**src/rtl/pitch_gen_pkg.sv**
```systemverilog
// pitch_gen_pkg: shared state encoding, bus word field positions and note record for pitch_gen, software and bench
package pitch_gen_pkg;
  typedef enum logic [1:0] {IDLE = 2'd0, LOAD = 2'd1, PLAY = 2'd2} state_t;
  localparam int FLUSH_BIT = 31;
  localparam int DUR_MSB = 30;
  localparam int DUR_LSB = 16;
  localparam int HALF_MSB = 15;
  localparam int HALF_LSB = 0;
  localparam int NOTE_W = 36;
  typedef struct packed {
    logic [19:0] dur;
    logic [15:0] half;
  } note_t;
  function automatic note_t decode_note(input logic [31:0] w);
    return {5'b0, w[DUR_MSB:DUR_LSB], w[HALF_MSB:HALF_LSB]};
  endfunction
endpackage

```
**src/rtl/note_fifo.sv**
```systemverilog
// note_fifo: note queue (clk, rst async; push/pop/clr sync; din/dout note_t; count/full/empty status); a push while full only lands if a pop frees a slot in the same cycle
module note_fifo
  import pitch_gen_pkg::*;
#(
  parameter int DEPTH = 4
) (
  input  logic       clk,
  input  logic       rst,
  input  logic       push,
  input  logic       pop,
  input  logic       clr,
  input  note_t      din,
  output note_t      dout,
  output logic [3:0] count,
  output logic       full,
  output logic       empty
);
  localparam int AW = DEPTH > 1 ? $clog2(DEPTH) : 1;
  note_t mem [DEPTH];
  logic [AW-1:0] rd, wr;
  logic do_push, do_pop;
  assign full = count == 4'(DEPTH);
  assign empty = count == 4'd0;
  assign do_pop = pop && !empty;
  assign do_push = push && (!full || do_pop);
  assign dout = mem[rd];
  always_ff @(posedge clk)
    if (do_push && !clr) mem[wr] <= din;
  always_ff @(posedge clk or posedge rst)
    if (rst) begin
      rd <= '0;
      wr <= '0;
      count <= '0;
    end else if (clr) begin
      rd <= '0;
      wr <= '0;
      count <= '0;
    end else begin
      rd <= do_pop ? (rd == AW'(DEPTH - 1) ? '0 : rd + 1'b1) : rd;
      wr <= do_push ? (wr == AW'(DEPTH - 1) ? '0 : wr + 1'b1) : wr;
      count <= count + {3'b0, do_push} - {3'b0, do_pop};
    end
endmodule

```
**src/rtl/pitch_gen.sv**
```systemverilog
// pitch_gen: queued square-wave note player (clk, rst async; pitch_gen_we/pitch_gen_out bus write; pitch_gen_in status; buzzer audio; playing)
module pitch_gen
  import pitch_gen_pkg::*;
#(
  parameter int CLK_HZ     = 100_000_000,
  parameter int FIFO_DEPTH = 4
) (
  input  logic        clk,
  input  logic        rst,
  input  logic        pitch_gen_we,
  input  logic [31:0] pitch_gen_out,
  output logic [31:0] pitch_gen_in,
  output logic        buzzer,
  output logic        playing
);
  localparam int DIV = CLK_HZ / 1_000_000;
  localparam int UW = DIV > 1 ? $clog2(DIV) : 1;
  state_t state, state_n;
  note_t cur, head;
  logic [UW-1:0] us_cnt;
  logic [9:0] ms_cnt;
  logic [15:0] half_cnt;
  logic [19:0] dur_cnt;
  logic [3:0] count;
  logic full, empty, overflow;
  logic flush, push, pop, avail, run, us_tick, ms_tick, half_hit, dur_hit;
  assign flush = pitch_gen_we && pitch_gen_out[FLUSH_BIT];
  assign push = pitch_gen_we && !pitch_gen_out[FLUSH_BIT];
  assign pop = state == LOAD;
  // a note being written this cycle counts as available so IDLE reaches LOAD one cycle later
  assign avail = !empty || push;
  assign playing = state == PLAY;
  assign us_tick = playing && us_cnt == UW'(DIV - 1);
  assign ms_tick = us_tick && ms_cnt == 10'd999;
  assign half_hit = us_tick && cur.half != 16'd0 && half_cnt == cur.half - 16'd1;
  assign dur_hit = ms_tick && cur.dur != 20'd0 && dur_cnt == cur.dur - 20'd1;
  assign run = playing && state_n == PLAY;
  note_fifo #(.DEPTH(FIFO_DEPTH)) u_fifo (
    .clk  (clk),
    .rst  (rst),
    .push (push),
    .pop  (pop),
    .clr  (flush),
    .din  (decode_note(pitch_gen_out)),
    .dout (head),
    .count(count),
    .full (full),
    .empty(empty)
  );
  always_comb begin
    state_n = state;
    if (flush) state_n = IDLE;
    else if (state == IDLE) state_n = avail ? LOAD : IDLE;
    else if (state == LOAD) state_n = PLAY;
    else if (dur_hit || (cur.dur == 20'd0 && avail)) state_n = avail ? LOAD : IDLE;
  end
  always_ff @(posedge clk or posedge rst)
    if (rst) begin
      state <= IDLE;
      cur <= '0;
      us_cnt <= '0;
      ms_cnt <= '0;
      half_cnt <= '0;
      dur_cnt <= '0;
      buzzer <= 1'b0;
      overflow <= 1'b0;
      pitch_gen_in <= '0;
    end else begin
      state <= state_n;
      pitch_gen_in <= {overflow, playing, 26'b0, count};
      overflow <= !flush && (overflow || (push && full && !pop));
      cur <= pop ? head : cur;
      // counters restart on PLAY entry and buzzer falls on any exit
      us_cnt <= run && !us_tick ? us_cnt + 1'b1 : '0;
      ms_cnt <= run ? (ms_tick ? 10'd0 : ms_cnt + {9'b0, us_tick}) : 10'd0;
      half_cnt <= run ? (half_hit ? 16'd0 : half_cnt + {15'b0, us_tick}) : 16'd0;
      dur_cnt <= run ? dur_cnt + {19'b0, ms_tick} : 20'd0;
      buzzer <= run && (buzzer ^ half_hit);
    end
endmodule

```
**config.mk**
```make
export PLATFORM = sky130hd
export DESIGN_NAME = pitch_gen
export DESIGN_NICKNAME = d
export VERILOG_FILES = /design/src/rtl/pitch_gen_pkg.sv /design/src/rtl/note_fifo.sv /design/src/rtl/pitch_gen.sv
export SDC_FILE = /design/constraint.sdc
export NUM_CORES = 1
export LEC_CHECK = 0
export ABC_AREA = 1
export CORE_ASPECT_RATIO = 0.75
export CORE_MARGIN = 2
export CORE_UTILIZATION = 54
export CTS_CLUSTER_DIAMETER = 200
export DETAILED_ROUTE_END_ITERATION = 8
export PLACE_DENSITY = 0.76
export SLEW_MARGIN = 30
export SYNTH_ARGS = -nofsm -noshare
export SYNTH_HDL_FRONTEND = slang
export SYNTH_SLANG_ARGS = --single-unit
```
**constraint.sdc**
```tcl
create_clock -name clk -period 3.3 [get_ports clk]
set_input_delay 0.66 -clock clk [delete_from_list [all_inputs] [get_ports clk]]
set_output_delay 0.66 -clock clk [all_outputs]
set_load 0.01 [all_outputs]
```
* Word-level counts from Yosys, hierarchy flattened
Memory sizes are Yosys's and may differ from the RTL's. A register that Yosys moved wholly into a read port is not among the register bits. Index checks and enable logic that the tools add are counted. Widths: inputs -> output; s select.
Word-level totals: register bits after elaboration 91, RAM bits 124, input port bits 35, word-level logic and storage cells 89, memories kept 1
Memories:
- u_fifo.mem | depth 4, bits a word 31, rd ports 1, clocked after Yosys merged registers in 1, write ports 1, RTL line note_fifo.sv:19 | note_t mem [DEPTH];
Operators by class: add/sub/neg operators 10, equal/unequal tests 10, multiplexer cells 20, bitwise operators 1, reduce and logical (&&, ||, !) cells 35
Operators with widths (count):
- $mux 16 | 2
- $add 20x1->20 | 1
- $eq 20x20->1 | 1
- $logic_not 20->1 | 1
- $mux 10 | 2
- $mux 2 | 10
- $mux 20 | 1
- $reduce_bool 20->1 | 1
- $sub 20x1->20 const B | 1
- $logic_and 1x1->1 | 18
- $add 16x1->16 | 1
- $eq 16x16->1 | 1
- $reduce_bool 16->1 | 1
- $sub 16x1->16 const B | 1
- $add 10x1->10 | 1
- $eq 10x10->1 const B | 1
- $eq 2x2->1 const B | 4
- $add 7x1->7 const B | 1
- $eq 7x7->1 const B | 1
- $mux 7 | 1
- $logic_not 1->1 | 6
- $add 2x1->2 const B | 2
- $add 4x1->4 | 1
- $eq 4x3->1 const B | 1
- other kinds (9) | 15

* Depth between registers and ports, before layout
Gate-level depths: netlist of run 1.
depth after elaboration 14, depth in mapped cells 19, depth with buffers taken out 18

* By module
Synthesis of run 1 repeated with hierarchy kept, for this count alone.
Second synthesis, totals: cell total of the unflattened synthesis 1175, area total of the unflattened synthesis 12125.4 um^2
By module, submodules not included:
- pitch_gen | instances 1, cells each 757, area each 6159.7 um^2
- note_fifo | instances 1, cells each 418, area each 5965.7 um^2

* Worst setup path after synthesis of run 1
No wires, ideal clock.
path type register to register, start register state[1], end memory u_fifo.mem[0][0] (netlist name) (enable), setup time 419 ps, arrival time 2539 ps, path slack 342 ps, stages on the path, launching flop included 8, path buffers 0, clock period less this slack 2958 ps, cells stage by stage dfrtp_1 -> inv_1 -> nand2_1 -> inv_1 -> nand2_1 -> a21oi_1 -> inv_1 -> nor2_1
On the way: longest elaborated chain between the ends 7
RTL lines:
- from (decl) | RTL line pitch_gen.sv:18 | state_t state, state_n;
- from (signal assigned) | RTL line pitch_gen.sv:69 | state <= state_n;
- $eq 2x1->1 | RTL line pitch_gen.sv:29 | assign pop = state == LOAD;
- $logic_and 1x1->1 | RTL line note_fifo.sv:24 | assign do_pop = pop && !empty;
- $logic_or 1x1->1 | RTL line note_fifo.sv:25 | assign do_push = push && (!full || do_pop);
- $logic_and 1x1->1 | RTL line note_fifo.sv:25
- $logic_and 1x1->1 | RTL line note_fifo.sv:28 | if (do_push && !clr) mem[wr] <= din;
- $mux 1 | RTL line note_fifo.sv:28
- $mux 1 (not written as such) | RTL line note_fifo.sv:28
- to (decl) | RTL line note_fifo.sv:19
Every way passes these cells.

* Final worst setup path of run 1
start register us_cnt[0], end register dur_cnt[18]
On the way: longest elaborated chain between the ends 13, elaborated cells on any way between the ends 14, those cells by class add/sub: 1; eq/ne: 2; mux: 5; reduce/logical: 6
RTL lines:
- from (decl) | RTL line pitch_gen.sv:20 | logic [UW-1:0] us_cnt;
- from (signal assigned) | RTL line pitch_gen.sv:74 | us_cnt <= run && !us_tick ? us_cnt + 1'b1 : '0;
- $eq 7x7->1 (*) | RTL line pitch_gen.sv:33 | assign us_tick = playing && us_cnt == UW'(DIV - 1);
- $logic_and 1x1->1 (*) | RTL line pitch_gen.sv:33
- $logic_and 1x1->1 (*) | RTL line pitch_gen.sv:34 | assign ms_tick = us_tick && ms_cnt == 10'd999;
- $logic_and 1x1->1 (2 in series) | RTL line pitch_gen.sv:36 | assign dur_hit = ms_tick && cur.dur != 20'd0 && dur_cnt == cur.dur - 20'd1;
- $logic_or 1x1->1 | RTL line pitch_gen.sv:55 | else if (dur_hit || (cur.dur == 20'd0 && avail)) state_n = avail ? LOAD : IDLE;
- $mux 2 | RTL line pitch_gen.sv:55
- $mux 2 | RTL line pitch_gen.sv:54 | else if (state == LOAD) state_n = PLAY;
- $mux 2 | RTL line pitch_gen.sv:53 | else if (state == IDLE) state_n = avail ? LOAD : IDLE;
- $mux 2 | RTL line pitch_gen.sv:52 | if (flush) state_n = IDLE;
- $eq 2x2->1 | RTL line pitch_gen.sv:37 | assign run = playing && state_n == PLAY;
- $logic_and 1x1->1 | RTL line pitch_gen.sv:37
- $mux 20 (*) | RTL line pitch_gen.sv:77 | dur_cnt <= run ? dur_cnt + {19'b0, ms_tick} : 20'd0;
- to (signal assigned) | RTL line pitch_gen.sv:77
- to (decl) | RTL line pitch_gen.sv:23 | logic [19:0] dur_cnt;
Every way passes the cells marked *; elsewhere a longest branch is shown, timed or not. A chain may end at the register's enable or synchronous reset.

==> key figures, run 1 <==
GRT
  – Pin count of the biggest net entering global routing: 103
  – Grt ovf: 0
  – GRT Total Usage: between 20% and 30%
  – First-pass GRT wire length: roughly 38000 µm
  – Antenna violations before repair: 0
  – Vias in the first global route: roughly 7700

Clock network
  – Worst-Skew Late Latency: between 500 and 600 ps
  – CTS H-Tree Depth: 1
  – CTS tree: yes
  – Clock-pin transition on the worst setup and hold timing paths: about 60 ps
  – Worst-case clock buffer depth: 3
  – Root Driver: clkbuf_16
  – Clock Sinks: about 230
  – Number of buffers created by CTS: 23

Final layout
  – Util after Layout: between 60% and 70%
  – Commonest non-fill, non-tap cell in the layout: nand2_1
  – Area delta synth->final: 13.0%
  – Ant diodes: 0
  – Most frequent cells in the layout: nand2_1 (203), nor2_1 (191), edfxtp_1 (124)
  – Nets@finish: 1272
  – Share of cells above drive strength 1: under 10%

Place
  – PortBufs: 42
  – HPWL after DPL: 14500 µm
  – Routability congestion estimate: 0.859
  – Pre-CTS setup slack: between 200 and 300 ps

Drt
  – 1st-iter DRT viols: 549
  – Total number of vias: ~7800
  – Post-DR wirelength/cell: 14.9 µm
  – Drc violations: 0
  – Routed wire length: about 22000 µm
  – Final ANT Viol Nets: 0
  – Via density per instance: 5.24
  – Router iterations before antenna repair: 5

Floorplanning
  – Die Footprint: approximately 22000 µm²
  – CORE AREA: about 20000 µm²
  – Die Ht: ~130 µm
  – Starting Density: 54.8%
  – Die Wd: between 150 and 200 µm
  – Num ports: roughly 70
  – Num rows: between 40 and 50

Critical path
  – Critical path type: reg2reg
  – CP Launch Type: flip-flop
  – WP data required: about 3700 ps
  – CP endpoint kind: flip-flop
  – Crit path max fanout: 4
  – Worst path arrival time: approximately 3300 ps
  – R2r setup slk: around 420 ps

Timing
  – Final Hold Fails: 0
  – Final setup fails: 0
  – Clock skew: 15.1 ps
  – Setup TNS: 0 ps
  – Slack of the critical path: roughly 420 ps
  – Pin slew with the least headroom to its limit: 625 ps
  – RSZ-0062 raised after global routing: no
  – Period minus WS final: roughly 2900 ps
  – Max_slew headroom: about three fifths
  – Max-slew violation count: 0
  – Achievable Freq: 347 MHz
  – Period utilisation layout: between 80% and 90%
  – WHS: roughly 380 ps

Synth
  – Predominant post-synthesis flop cell: edfxtp_1
  – Synth warnings: 0
  – Syn Inst Count: between 1000 and 1500
  – Avg Inst Size Synth: between 9 and 10 µm²
  – Number of flops mapped to enable cells by yosys: between 100 and 150
  – Post-synth cell types: 39
  – Mapped cell area: approximately 11000 µm²
  – Post-synth ARST share: between 40% and 50%
  – Synthesized flop and latch total: about 230
  – Register area share after synthesis: 56.8%

Status
  – Outcome: complete, no violations

Power
  – Sequential share of power: 40.6%
  – Combinational power share: 30.9%
  – Pint: about 0.0059 W
  – VDD IR max: between 500 and 600 µV
  – Pwr dens: ~730 nW/µm²
  – Final Total Pwr: approximately 0.0091 W
  – Sw frac: a little over a third
  – P_leak: about 5.1 nW
  – Clock power frac: about 28%
  – Sw power: approximately 0.0032 W

Flow run
  – Max-cap violations: 0

Worst hold path
  – Hold Path Class: reg2reg
==> power groups by stage <==
stage / combinational, W / sequential [W] / clock, W
floorplan: 0.00207 / 0.00371 / 0
global placement: 0.00274 / 0.00375 / 0
detailed placement: 0.00280 / 0.00376 / 0
CTS: 0.00282 / 0.00371 / 0.00266
global route: 0.00321 / 0.00376 / 0.00277
finish: 0.00282 / 0.00371 / 0.00261
==> worst max-delay path, stage by stage, from the launching register on <==
cell,delay (ps)
dfrtp_1,370
ha_1,210
nand4_1,150
nor2_4,120
nand2_1,80
inv_1,60
ha_1,170
ha_1,190
nand3_1,100
nor2_1,140
inv_1,80
nor3_2,240
nand2_1,130
nor3_1,280
nand4_1,160
xor2_1,170
inv_1,60
nor2_2,30
==> cell families after synthesis <==
| family | share of synthesized area, % |
|---|---|
| compound gates | 7.18 |
| xor+xnor | 5.71 |
| fa+ha+maj | 2.56 |
| buf+inv | 7.33 |
| flops | 56.8 |
| other cells | 0.0340 |
| simple gates | 20.3 |
==> timing repair <==
item | CTS | global route
setup endpoints to repair | 0 | 2
hold buffers | 0 | 0
buffers inserted | 0 | 0
gates resized for setup | 0 | 2
hold endpoints to repair | 0 | 0
==> final cells by class <==
type                    instances  area, µm²
flip-flops and latches        226       6280
multi-input cells             788       4070
clock buffers                  27        591
fillers                      1671       7680
repair buffers                 57        608
well taps                     258        323
inverters                     119        450
clock inverters                15        160
==> flip-flops by register name, summed over array words and instances (netlist names) <==
name and flops:
cur 31, us_cnt 7, u_fifo.mem 124, ms_cnt 10, pitch_gen_in 6, half_cnt 16, u_fifo.wr 2, u_fifo.count 4
state 2, overflow 1, dur_cnt 20, buzzer 1, u_fifo.rd 2
==> synth_stat cells (3+ instances only) <==
library cell  count  share of area, %
nand2_1         203               6.9
nor2_1          195               6.6
edfxtp_1        124                34
inv_1           117               4.0
o21ai_0         103               4.7
dfrtp_1         102                23
xor2_1           52               4.1
nand3_1          40               1.8
o22ai_1          29               1.6
buf_4            26               1.8
nand4_1          25               1.4
clkbuf_1         24              0.82
ha_1             21               2.4
xnor2_1          20               1.6
nor2_2           15              0.85
nand3b_1         13              0.88
nor3_1           12              0.54
a21oi_1           6              0.27
buf_6             5              0.51
nand2_2           4              0.23
nor2_4            4              0.41
or2_2             4              0.23
a31oi_1           3              0.17
buf_1             3              0.10
==> per-stage QoR <==
stage	instances	cell area, µm²
after floorplan	1193	11100
after global placement	1448	11700
after detailed placement	1448	11700
after CTS	1490	12500
after global routing	1490	12500
final	1490	12500
==> layer usage <==
layer  share of wire, %  global-route usage (%)
met5                  0                       0
met4                2.3                    6.13
met3                4.6                    2.72
met2                 47                    35.1
met1                 47                    30.8
==> path summary, 6_finish.rpt <==
path | to | startpoint | depth (start not counted)
worst max-delay path | dur_cnt[18] | us_cnt[0] | 17
worst min-delay path | pitch_gen_in[3] | u_fifo.count[3] | 0
worst max register to register | dur_cnt[18] | us_cnt[0] | 17
worst min register to register | pitch_gen_in[3] | u_fifo.count[3] | 0
max in group asynchronous | u_fifo.rd[0] | rst | 3
min in group asynchronous | dur_cnt[17] | rst | 3
Note: power is estimated with default switching activity, not from simulation.
==> run 2: changes to the inputs <==
- HOLD_SLACK_MARGIN: not set -> 0.06
==> results of run 2 <==
The final DEF is identical to that of run 1; final timing and power are the same.
